==> config.mk <==
export PLATFORM = sky130hd
export DESIGN_NAME = i2s_tx
export DESIGN_NICKNAME = d
export VERILOG_FILES = /design/src/rtl/i2s_pkg.sv /design/src/rtl/i2s_tx_sync_fifo.sv /design/src/rtl/i2s_tx.sv
export SDC_FILE = /design/constraint.sdc
export NUM_CORES = 1
export LEC_CHECK = 0
export CORE_MARGIN = 1
export CORE_UTILIZATION = 25
export DETAILED_ROUTE_END_ITERATION = 8
export PLACE_DENSITY_LB_ADDON = 0.1
export SETUP_SLACK_MARGIN = 0.05
export SLEW_MARGIN = 20
export SYNTH_ARGS = -nofsm -noshare
export SYNTH_HDL_FRONTEND = slang
export SYNTH_SLANG_ARGS = --single-unit
==> constraint.sdc <==
create_clock -name clk -period 3.7 [get_ports clk]
set_input_delay 0.74 -clock clk [delete_from_list [all_inputs] [get_ports clk]]
set_output_delay 0.74 -clock clk [all_outputs]
set_load 0.005 [all_outputs]
==> src/rtl/i2s_pkg.sv <==
// Shared types and default parameters for the I2S transmitter.
package i2s_pkg;

   localparam int unsigned DEF_WD         = 24;
   localparam int unsigned DEF_SLOT_BITS  = 32;
   localparam int unsigned DEF_BCLK_DIV   = 16;
   localparam int unsigned DEF_FIFO_DEPTH = 4;

   typedef struct packed {
      logic signed [DEF_WD-1:0] l;
      logic signed [DEF_WD-1:0] r;
   } stereo_t;

   typedef enum logic {
      LEFT  = 1'b0,
      RIGHT = 1'b1
   } lr_e;

   typedef enum logic {
      IDLE = 1'b0,
      RUN  = 1'b1
   } run_state_e;

endpackage

==> src/rtl/i2s_tx_sync_fifo.sv <==
// Synchronous frame FIFO with registered full/empty/level flags.
module i2s_tx_sync_fifo #(
   parameter int unsigned WIDTH = 48,
   parameter int unsigned DEPTH = 4
) (
   input  logic                     clk,
   input  logic                     reset_n,
   input  logic                     push,
   input  logic                     pop,
   input  logic [WIDTH-1:0]         wr_data,
   output logic [WIDTH-1:0]         rd_data,
   output logic                     full,
   output logic                     empty,
   output logic [$clog2(DEPTH):0]   level
);

   localparam int unsigned AW = $clog2(DEPTH);
   localparam int unsigned LW = AW + 1;

   logic [WIDTH-1:0] r_mem [DEPTH];
   logic [AW-1:0]    r_wr_ptr;
   logic [AW-1:0]    r_rd_ptr;
   logic [LW-1:0]    r_level;
   logic             r_full;
   logic             r_empty;

   logic             w_do_push;
   logic             w_do_pop;
   logic [LW-1:0]    w_level_nxt;

   assign w_do_push = push & ~r_full;
   assign w_do_pop  = pop & ~r_empty;

   // Next occupancy; a pop from empty or a push into full is ignored.
   always_comb begin
      w_level_nxt = r_level;
      if (w_do_push && !w_do_pop) begin
         w_level_nxt = r_level + LW'(1);
      end else if (!w_do_push && w_do_pop) begin
         w_level_nxt = r_level - LW'(1);
      end
   end

   // Pointers and flags.
   always_ff @(posedge clk or negedge reset_n) begin
      if (!reset_n) begin
         r_wr_ptr <= '0;
         r_rd_ptr <= '0;
         r_level  <= '0;
         r_full   <= 1'b0;
         r_empty  <= 1'b1;
      end else begin
         if (w_do_push) r_wr_ptr <= r_wr_ptr + AW'(1);
         if (w_do_pop)  r_rd_ptr <= r_rd_ptr + AW'(1);
         r_level <= w_level_nxt;
         r_full  <= (w_level_nxt == LW'(DEPTH));
         r_empty <= (w_level_nxt == LW'(0));
      end
   end

   // Storage array, no reset needed.
   always_ff @(posedge clk) begin
      if (w_do_push) r_mem[r_wr_ptr] <= wr_data;
   end

   assign rd_data = r_mem[r_rd_ptr];
   assign full    = r_full;
   assign empty   = r_empty;
   assign level   = r_level;

endmodule

==> src/rtl/i2s_tx.sv <==
// Philips I2S transmitter: frame FIFO, BCLK/LRCLK generation and MSB-first serialiser.
module i2s_tx
   import i2s_pkg::*;
#(
   parameter int unsigned WD         = DEF_WD,
   parameter int unsigned SLOT_BITS  = DEF_SLOT_BITS,
   parameter int unsigned BCLK_DIV   = DEF_BCLK_DIV,
   parameter int unsigned FIFO_DEPTH = DEF_FIFO_DEPTH
) (
   input  logic                          clk,
   input  logic                          reset_n,
   input  logic                          en,
   input  logic                          in_valid,
   output logic                          in_ready,
   input  logic [WD-1:0]                 in_data_l,
   input  logic [WD-1:0]                 in_data_r,
   output logic                          i2s_bclk,
   output logic                          i2s_lrclk,
   output logic                          i2s_sdata,
   output logic                          underrun,
   output logic [$clog2(FIFO_DEPTH):0]   fifo_level
);

   localparam int unsigned DIV_W = $clog2(BCLK_DIV);
   localparam int unsigned BIT_W = $clog2(SLOT_BITS);
   localparam logic [DIV_W-1:0] DIV_MAX = DIV_W'(BCLK_DIV - 1);
   localparam logic [BIT_W-1:0] BIT_MAX = BIT_W'(SLOT_BITS - 1);

   run_state_e       r_state;
   logic [DIV_W-1:0] r_div_cnt;
   logic             r_bclk;
   logic             r_lrclk;
   logic             r_sdata;
   logic [BIT_W-1:0] r_bit_cnt;
   logic [WD-1:0]    r_shreg;
   logic [WD-1:0]    r_hold_r;
   logic             r_underrun;

   run_state_e       w_state_nxt;
   logic [DIV_W-1:0] w_div_nxt;
   logic             w_bclk_nxt;
   logic             w_lrclk_nxt;
   logic             w_sdata_nxt;
   logic [BIT_W-1:0] w_bit_nxt;
   logic [WD-1:0]    w_shreg_nxt;
   logic [WD-1:0]    w_hold_nxt;
   logic             w_underrun_nxt;
   logic             w_wrap;
   logic             w_fall;
   logic             w_start;
   logic [BIT_W-1:0] w_k_nxt;
   logic             w_pop;
   logic             w_full;
   logic             w_empty;
   logic [2*WD-1:0]  w_rd_data;

   i2s_tx_sync_fifo #(
      .WIDTH (2*WD),
      .DEPTH (FIFO_DEPTH)
   ) u_fifo (
      .clk     (clk),
      .reset_n (reset_n),
      .push    (in_valid),
      .pop     (w_pop),
      .wr_data ({in_data_l, in_data_r}),
      .rd_data (w_rd_data),
      .full    (w_full),
      .empty   (w_empty),
      .level   (fifo_level)
   );

   // Run FSM, divider, slot counter and serialiser next-state logic.
   always_comb begin
      w_state_nxt    = r_state;
      w_div_nxt      = r_div_cnt;
      w_bclk_nxt     = r_bclk;
      w_lrclk_nxt    = r_lrclk;
      w_sdata_nxt    = r_sdata;
      w_bit_nxt      = r_bit_cnt;
      w_shreg_nxt    = r_shreg;
      w_hold_nxt     = r_hold_r;
      w_underrun_nxt = r_underrun;
      w_wrap         = (r_div_cnt == DIV_MAX);
      w_fall         = 1'b0;
      w_start        = 1'b0;
      w_pop          = 1'b0;
      w_k_nxt        = (r_bit_cnt == BIT_MAX) ? '0 : r_bit_cnt + BIT_W'(1);

      case (r_state)
         IDLE: begin
            w_div_nxt   = '0;
            w_bclk_nxt  = 1'b0;
            w_lrclk_nxt = RIGHT;
            w_sdata_nxt = 1'b0;
            w_bit_nxt   = BIT_MAX;
            if (en) begin
               w_start     = 1'b1;
               w_state_nxt = RUN;
            end
         end
         RUN: begin
            if (w_wrap) begin
               w_div_nxt  = '0;
               w_bclk_nxt = ~r_bclk;
               w_fall     = r_bclk;
            end else begin
               w_div_nxt = r_div_cnt + DIV_W'(1);
            end

            if (w_fall && (r_bit_cnt == BIT_MAX) && (r_lrclk == RIGHT)) begin
               // Frame boundary: continue or park with outputs quiet.
               if (en) begin
                  w_start = 1'b1;
               end else begin
                  w_state_nxt = IDLE;
                  w_sdata_nxt = 1'b0;
               end
            end else if (w_fall) begin
               w_bit_nxt = w_k_nxt;
               if (r_bit_cnt == BIT_MAX) begin
                  // Left-to-right slot change: right word enters the shifter.
                  w_lrclk_nxt = ~r_lrclk;
                  w_shreg_nxt = r_hold_r;
                  w_sdata_nxt = 1'b0;
               end else if ((w_k_nxt >= BIT_W'(1)) && (w_k_nxt <= BIT_W'(WD))) begin
                  w_sdata_nxt = r_shreg[WD-1];
                  w_shreg_nxt = {r_shreg[WD-2:0], 1'b0};
               end else begin
                  w_sdata_nxt = 1'b0;
               end
            end
         end
         default: w_state_nxt = IDLE;
      endcase

      // Frame start: pop a stereo frame, or send silence on underrun.
      if (w_start) begin
         w_pop       = 1'b1;
         w_bit_nxt   = '0;
         w_lrclk_nxt = LEFT;
         w_sdata_nxt = 1'b0;
         w_div_nxt   = '0;
         w_bclk_nxt  = 1'b0;
         if (w_empty) begin
            w_shreg_nxt    = '0;
            w_hold_nxt     = '0;
            w_underrun_nxt = 1'b1;
         end else begin
            w_shreg_nxt = w_rd_data[2*WD-1:WD];
            w_hold_nxt  = w_rd_data[WD-1:0];
         end
      end
   end

   // State and output registers.
   always_ff @(posedge clk or negedge reset_n) begin
      if (!reset_n) begin
         r_state    <= IDLE;
         r_div_cnt  <= '0;
         r_bclk     <= 1'b0;
         r_lrclk    <= RIGHT;
         r_sdata    <= 1'b0;
         r_bit_cnt  <= BIT_MAX;
         r_shreg    <= '0;
         r_hold_r   <= '0;
         r_underrun <= 1'b0;
      end else begin
         r_state    <= w_state_nxt;
         r_div_cnt  <= w_div_nxt;
         r_bclk     <= w_bclk_nxt;
         r_lrclk    <= w_lrclk_nxt;
         r_sdata    <= w_sdata_nxt;
         r_bit_cnt  <= w_bit_nxt;
         r_shreg    <= w_shreg_nxt;
         r_hold_r   <= w_hold_nxt;
         r_underrun <= w_underrun_nxt;
      end
   end

   assign in_ready  = ~w_full;
   assign i2s_bclk  = r_bclk;
   assign i2s_lrclk = r_lrclk;
   assign i2s_sdata = r_sdata;
   assign underrun  = r_underrun;

endmodule
# == Yosys cells after proc, flatten, opt, wreduce, memory -nomap -nowiden ==
# Memory sizes are Yosys's and may differ from the RTL's.
# Index checks and enable logic that the tools add are counted.
# totals
regBits,71
ram_bits,192
output_inout_bits,8
elab_cells,99
mem_count,1
# classes
n_addsub,6
n_lt_le_gt_ge,2
n_eq_ne,10
mux,43
bitwise_logic,7
n_reduce_logical,16
# memory_table
name,words,word_bits,rd,rd_ports_with_merged_regs,wr,line_no,rtl
u_fifo.r_mem,4,48,1,0,1,i2s_tx_sync_fifo.sv:20,logic [WIDTH-1:0] r_mem [DEPTH];
# ops
operator,n
24-bit two-way mux,8
1-bit two-way mux,20
5-bit two-way mux,4
1-bit case mux with 2 select lines,5
5-bit case mux with 2 select lines,1
"3-bit by 1-bit != test with 1-bit output, second input constant",3
4-bit two-way mux,2
4-bit case mux with 2 select lines,1
3-bit two-way mux,2
2-bit AND reduction,3
"5-bit by 1-bit adder with 5-bit output, second input constant",1
"5-bit == test, second input constant",1
"5-bit by 1-bit greater-or-equal comparator with 1-bit output, second input constant",1
"5-bit <= comparator, second input constant",1
1-bit logical AND,5
1-bit inverter,5
"2-bit by 1-bit adder with 2-bit output, second input constant",2
"4-bit by 1-bit adder with 4-bit output, second input constant",1
"4-bit == test, second input constant",1
"4-bit by 1-bit != test with 1-bit output, second input constant",1
"4-bit != test, second input constant",1
4-bit AND reduction,1
2-bit nonzero test,2
"3-bit by 1-bit adder with 3-bit output, second input constant",1
other kinds (9),11

# == Depth between registers and ports, before layout ==
# Gate-level depths: netlist (run 1).
# logic_depth
word_depth,13
depth_mapped,10

# == By module ==
# Synthesis (run 1) repeated with hierarchy kept, for this count alone.
# unflattened
hier_cells,632
area_unflattened_um2,10717.8
# modules_own_cells
mod,instances,cells_each,area_each_um2,seq_area_each_um2
i2s_tx_sync_fifo,1,303,7453.4,5992.0
i2s_tx,1,329,3264.4,1559.0

# == Worst setup path before layout (run 1) ==
# Ideal clock, no wire load.
# synth_path
kind,input port to flip-flop
from,in in_valid
to,mem u_fifo.r_mem[0][0] (enable)
setup_time_ns,0.410
t_arrival_ns,2.531
setup_slack_ns,0.759
path_stages,3
path_buffers,1
path_cell_list,nor2b_1 > clkbuf_1 > and2_1
# synth_between
elab_chain_cells,3
# synth_rtl
item,line_no,rtl
"start, declared",i2s_tx.sv:13,"input logic in_valid,"
1-bit AND,i2s_tx_sync_fifo.sv:31,assign w_do_push = push & ~r_full;
1-bit two-way mux,i2s_tx_sync_fifo.sv:63,if (w_do_push) r_mem[r_wr_ptr] <= wr_data;
1-bit two-way mux (not written as such),i2s_tx_sync_fifo.sv:63,
"end, declared",i2s_tx_sync_fifo.sv:20,
# Every way passes these cells.

# == Final worst setup path (run 1) ==
# layout_path
from,reg r_bit_cnt[0]
to,"reg u_fifo.r_level[1], in the netlist u_fifo.level[1]"
# layout_between
elab_chain_cells,10
word_cells_on_any_way,12
classes_between,eq/ne: 1; mux: 5; bitwise: 1; reduce/logical: 5
# layout_rtl
item,line_no,rtl
"start, declared",i2s_tx.sv:34,logic [BIT_W-1:0] r_bit_cnt;
"start signal, assigned",i2s_tx.sv:173,r_bit_cnt <= w_bit_nxt;
5-bit == test *,i2s_tx.sv:110,if (w_fall && (r_bit_cnt == BIT_MAX) && (r_lrclk == RIGHT)) begin
1-bit logical AND * (2 in series),i2s_tx.sv:110,
1-bit two-way mux *,i2s_tx.sv:110,
1-bit case mux with 2 select lines *,i2s_tx.sv:89,case (r_state)
1-bit two-way mux *,i2s_tx.sv:137,if (w_start) begin
1-bit AND *,i2s_tx_sync_fifo.sv:32,assign w_do_pop = pop & ~r_empty;
1-bit logical AND or 1-bit zero test (tied branches),"i2s_tx_sync_fifo.sv:39, i2s_tx_sync_fifo.sv:37",
3-bit two-way mux or 1-bit logical AND (tied branches),"i2s_tx_sync_fifo.sv:39, i2s_tx_sync_fifo.sv:37",
3-bit two-way mux *,i2s_tx_sync_fifo.sv:37,if (w_do_push && !w_do_pop) begin
via u_fifo.w_level_nxt[1],i2s_tx_sync_fifo.sv:29,logic [LW-1:0] w_level_nxt;
"end signal, assigned",i2s_tx_sync_fifo.sv:55,r_level <= w_level_nxt;
"end, declared",i2s_tx_sync_fifo.sv:23,logic [LW-1:0] r_level;
# Mark *: on every way through the listed nets, which the timed path passes. The rest lies on a longest branch.
# A chain may end at the register's enable or synchronous reset.

==> results of run 1 <==
## final cells by class
cell class,instances,share of cell area
Timing Repair Buffer,73,0.0581
Clock inverter,15,0.0132
Tap cell,577,0.0548
Inverter,11,0.00314
Clock buffer,42,0.0643
Sequential cell,263,0.574
Multi-Input combinational cell,364,0.233
## sequential cells by signal (all words and copies together), names as in the netlist, 2 cells and up
name and count:
u_fifo.r_wr_ptr 2, u_fifo.level 3, u_fifo.r_mem 192, r_bit_cnt 5
r_hold_r 24, r_div_cnt 4, r_shreg 24, u_fifo.r_rd_ptr 2
## worst paths after layout
kind | startpoint | slack, ns | cells past startpoint | to
setup / recovery | r_bit_cnt[0] | 0.54 | 9 | u_fifo.level[1]
hold / removal | reset_n | 0.31 | 1 | r_shreg[23]
setup reg to reg | r_bit_cnt[0] | 0.54 | 9 | u_fifo.level[1]
hold reg to reg | r_hold_r[4] | 0.49 | 2 | r_hold_r[4]
max in group asynchronous | reset_n | 2.57 | 2 | u_fifo.empty
min in group clk | r_hold_r[4] | 0.49 | 2 | r_hold_r[4]
## report_power, final
group | leakage, nW | internal (mW) | switching, mW
sequential | 2.64 | 3.86 | 0.264
combinational | 1.28 | 0.763 | 0.900
clock | 0.502 | 1.87 | 1.17
## metal layers
metal  track usage  part of all wire  up-vias
met5             0                 0        -
met4        0.0292             0.020        0
met3        0.0203             0.035       36
met2         0.203              0.52       86
met1         0.135              0.42     2960
li1              -                 -     2691
## worst register-to-register path: stages, from the launching register on
cell,delay (ns)
dfstp_2,0.60
ha_1,0.24
and3_1,0.19
ha_1,0.28
buf_4,0.46
nand3_1,0.25
o22ai_4,0.19
nand2b_1,0.17
maj3_1,0.38
mux2_2,0.27
## layout by cell type (no fill, tap or decap), drive strengths merged, types with 3 or more instances in the layout
master | Yosys | layout
nand2 | 81 | 81
clkinv | 0 | 10
inv | 11 | 11
mux4 | 24 | 24
nand3 | 5 | 5
edfxtp | 192 | 192
nand2b | 3 | 3
clkdlybuf4s50 | 0 | 58
mux2i | 77 | 77
clkbuf | 19 | 42
a21oi | 7 | 7
and2 | 4 | 4
buf | 20 | 15
o22ai | 24 | 24
xnor2 | 8 | 8
nor2 | 7 | 7
mux2 | 26 | 26
nor2b | 3 | 3
and3 | 3 | 3
o21ai | 51 | 51
dfstp | 7 | 7
dfrtp | 64 | 64
bufinv | 0 | 4
ha | 11 | 11
nor3 | 3 | 3
## cell families (layout without fill, tap and decap cells)
family | Yosys count | after routing
xor+xnor | 10 | 10
buf+inv | 50 | 141
mux | 127 | 127
compound gates | 97 | 97
flops | 263 | 263
fa+ha+maj | 13 | 13
simple gates | 117 | 117
==> impl_metrics.tcl, run 1 <==
set metrics [dict create \
    synth.ff_latch_count 263 \
    htree_num_levels 1 \
    dieWidth_microns 210 \
    row_count 75 \
    maxCapViolations 0 \
    synth_edf_count 192 \
    ys_seq_area_frac 0.698 \
    nNetsFinal 807 \
    synth.avg_cell_area_sq_um 16.0 \
    synth_cells 677 \
    finalNonFillerCells 1345 \
    postLayoutCellArea_sq_mm 0.0132 \
    power.density_mw_per_mm2 670 \
    syn_area_sq_mm 0.0108 \
    crit_family "adder cells" \
    drt_iter0_markers 244 \
    num_io_pins 60 \
    startpoint_type "flip-flop" \
    synth_top_family_by_area "multiplexers" \
    setup_slack_ns 0.538 \
    cts.repair.resized 0 \
    synth_warnings 0 \
    register_area_sq_mm 0.00755 \
    crit_path_max_incr_delay_ns 0.60 \
    hold_viol_final 0 \
    slowest_stage "dfstp_2" \
    synth_simple_gate_area_share 0.0483 \
    place_ws_ns 0.561 \
    vias 5773 \
    clk_latency_ns 0.56 \
    synth.area.top_cells "edfxtp_1 53%, dfrtp_1 15%, mux2i_1 7.1%" \
    fin_util 0.311 \
    grt_pass1_vias 6365 \
    layout_min_cycle_time_ns 3.16 \
    multi_input_area_sq_mm 0.00307 \
    dp_cells 1288 \
    rsz0062_at_grt "false" \
    worst_clock_skew_ns 0.0102 \
    finalMaxSlewViolations 0 \
    tightest_slew_ns 1.10 \
    ant_nets 0 \
    holdWs_ns 0.307 \
    ir_worst_vdd_uv 365 \
    max_clock_freq_mhz 316 \
    yosysTopAreaCellShare 0.533 \
    place.gp.congestion 0.708 \
    synth_cell_type_count 51 \
    cp_num_buf_inv 1 \
    cts_buffers 31 \
    ys.flop_type "edfxtp_1" \
    tns_ns 0 \
    required_ns 4.14 \
    clk_root_buffer_cell "clkbuf_16" \
    crit_path_frequent_cell "ha_1" \
    grt_max_degree 78 \
    die_h_microns 210 \
    setup_viol 0 \
    yosysTopAreaCell "edfxtp_1" \
    die_area_sq_mm 0.0441 \
    synth.area.mux_share 0.155 \
    cts.clk_slew.worst_paths_ns 0.07 \
    synth_compound_area_frac 0.0554 \
    core_area_sq_mm 0.0423 \
    ctsHoldBuffers 0 \
    critPathKind "reg -> reg" \
    synth_xor_area_frac 0.00810 \
    yosys-top-cells-count "192 x edfxtp_1, 81 x nand2_1, 77 x mux2i_1" \
    period_share 0.855 \
    overflow 0 \
    syn2layout_area_growth_pct 21.7 \
    synth_fa_ha_area_frac 0.0146 \
    postCtsSetupRepairBufs 0 \
    worst-path-max-fanout 29 \
    io_buffers 59 \
    cts_sinks 263 \
    post-dp-hpwl_microns 14400 \
    syn_nets 740 \
    fillers 4170 \
    initial_core_util 0.256 \
    grt_pass1_wl_microns 37500 \
    min_path_type "in -> async" \
    relSlewSlack 0.264 \
    outcome "complete, no violations" \
    arrival_ns 3.60 \
    wl_per_cell_microns 18.0 \
    yosys.cell_count.top_type "edfxtp_1" \
    crit_path_cell_trace "ha_1 -> and3_1 -> ha_1 -> buf_4 -> nand3_1 -> o22ai_4 -> nand2b_1 -> maj3_1 -> mux2_2" \
    route.detailed.drc 0 \
    critPathCaptureType "flip-flop" \
    grtUsageTotal 0.111 \
    total_power_mw 8.82 \
    cts_tree "yes" \
    num_antenna_cells 0 \
    synthArstFlopShare 0.270 \
    antenna_found_initial 0 \
    dpl_cell_area_sq_mm 0.0121 \
    ctsLongestPathBuffers 3 \
    firstDrtPassIters 4 \
    final_layout_size_suffix_gt1_frac 0.174 \
    power_leakage_nw 4.42 \
    totalWireLength_microns 24200 \
    viasPerCell 4.29 \
]
(Power assumes the default switching activity.)
==> run 2, diff against run 1 <==
Settings changed: HOLD_SLACK_MARGIN from default to 0.02.
==> results of run 2 <==
No change in the layout: final DEF, timing and power equal those of run 1.
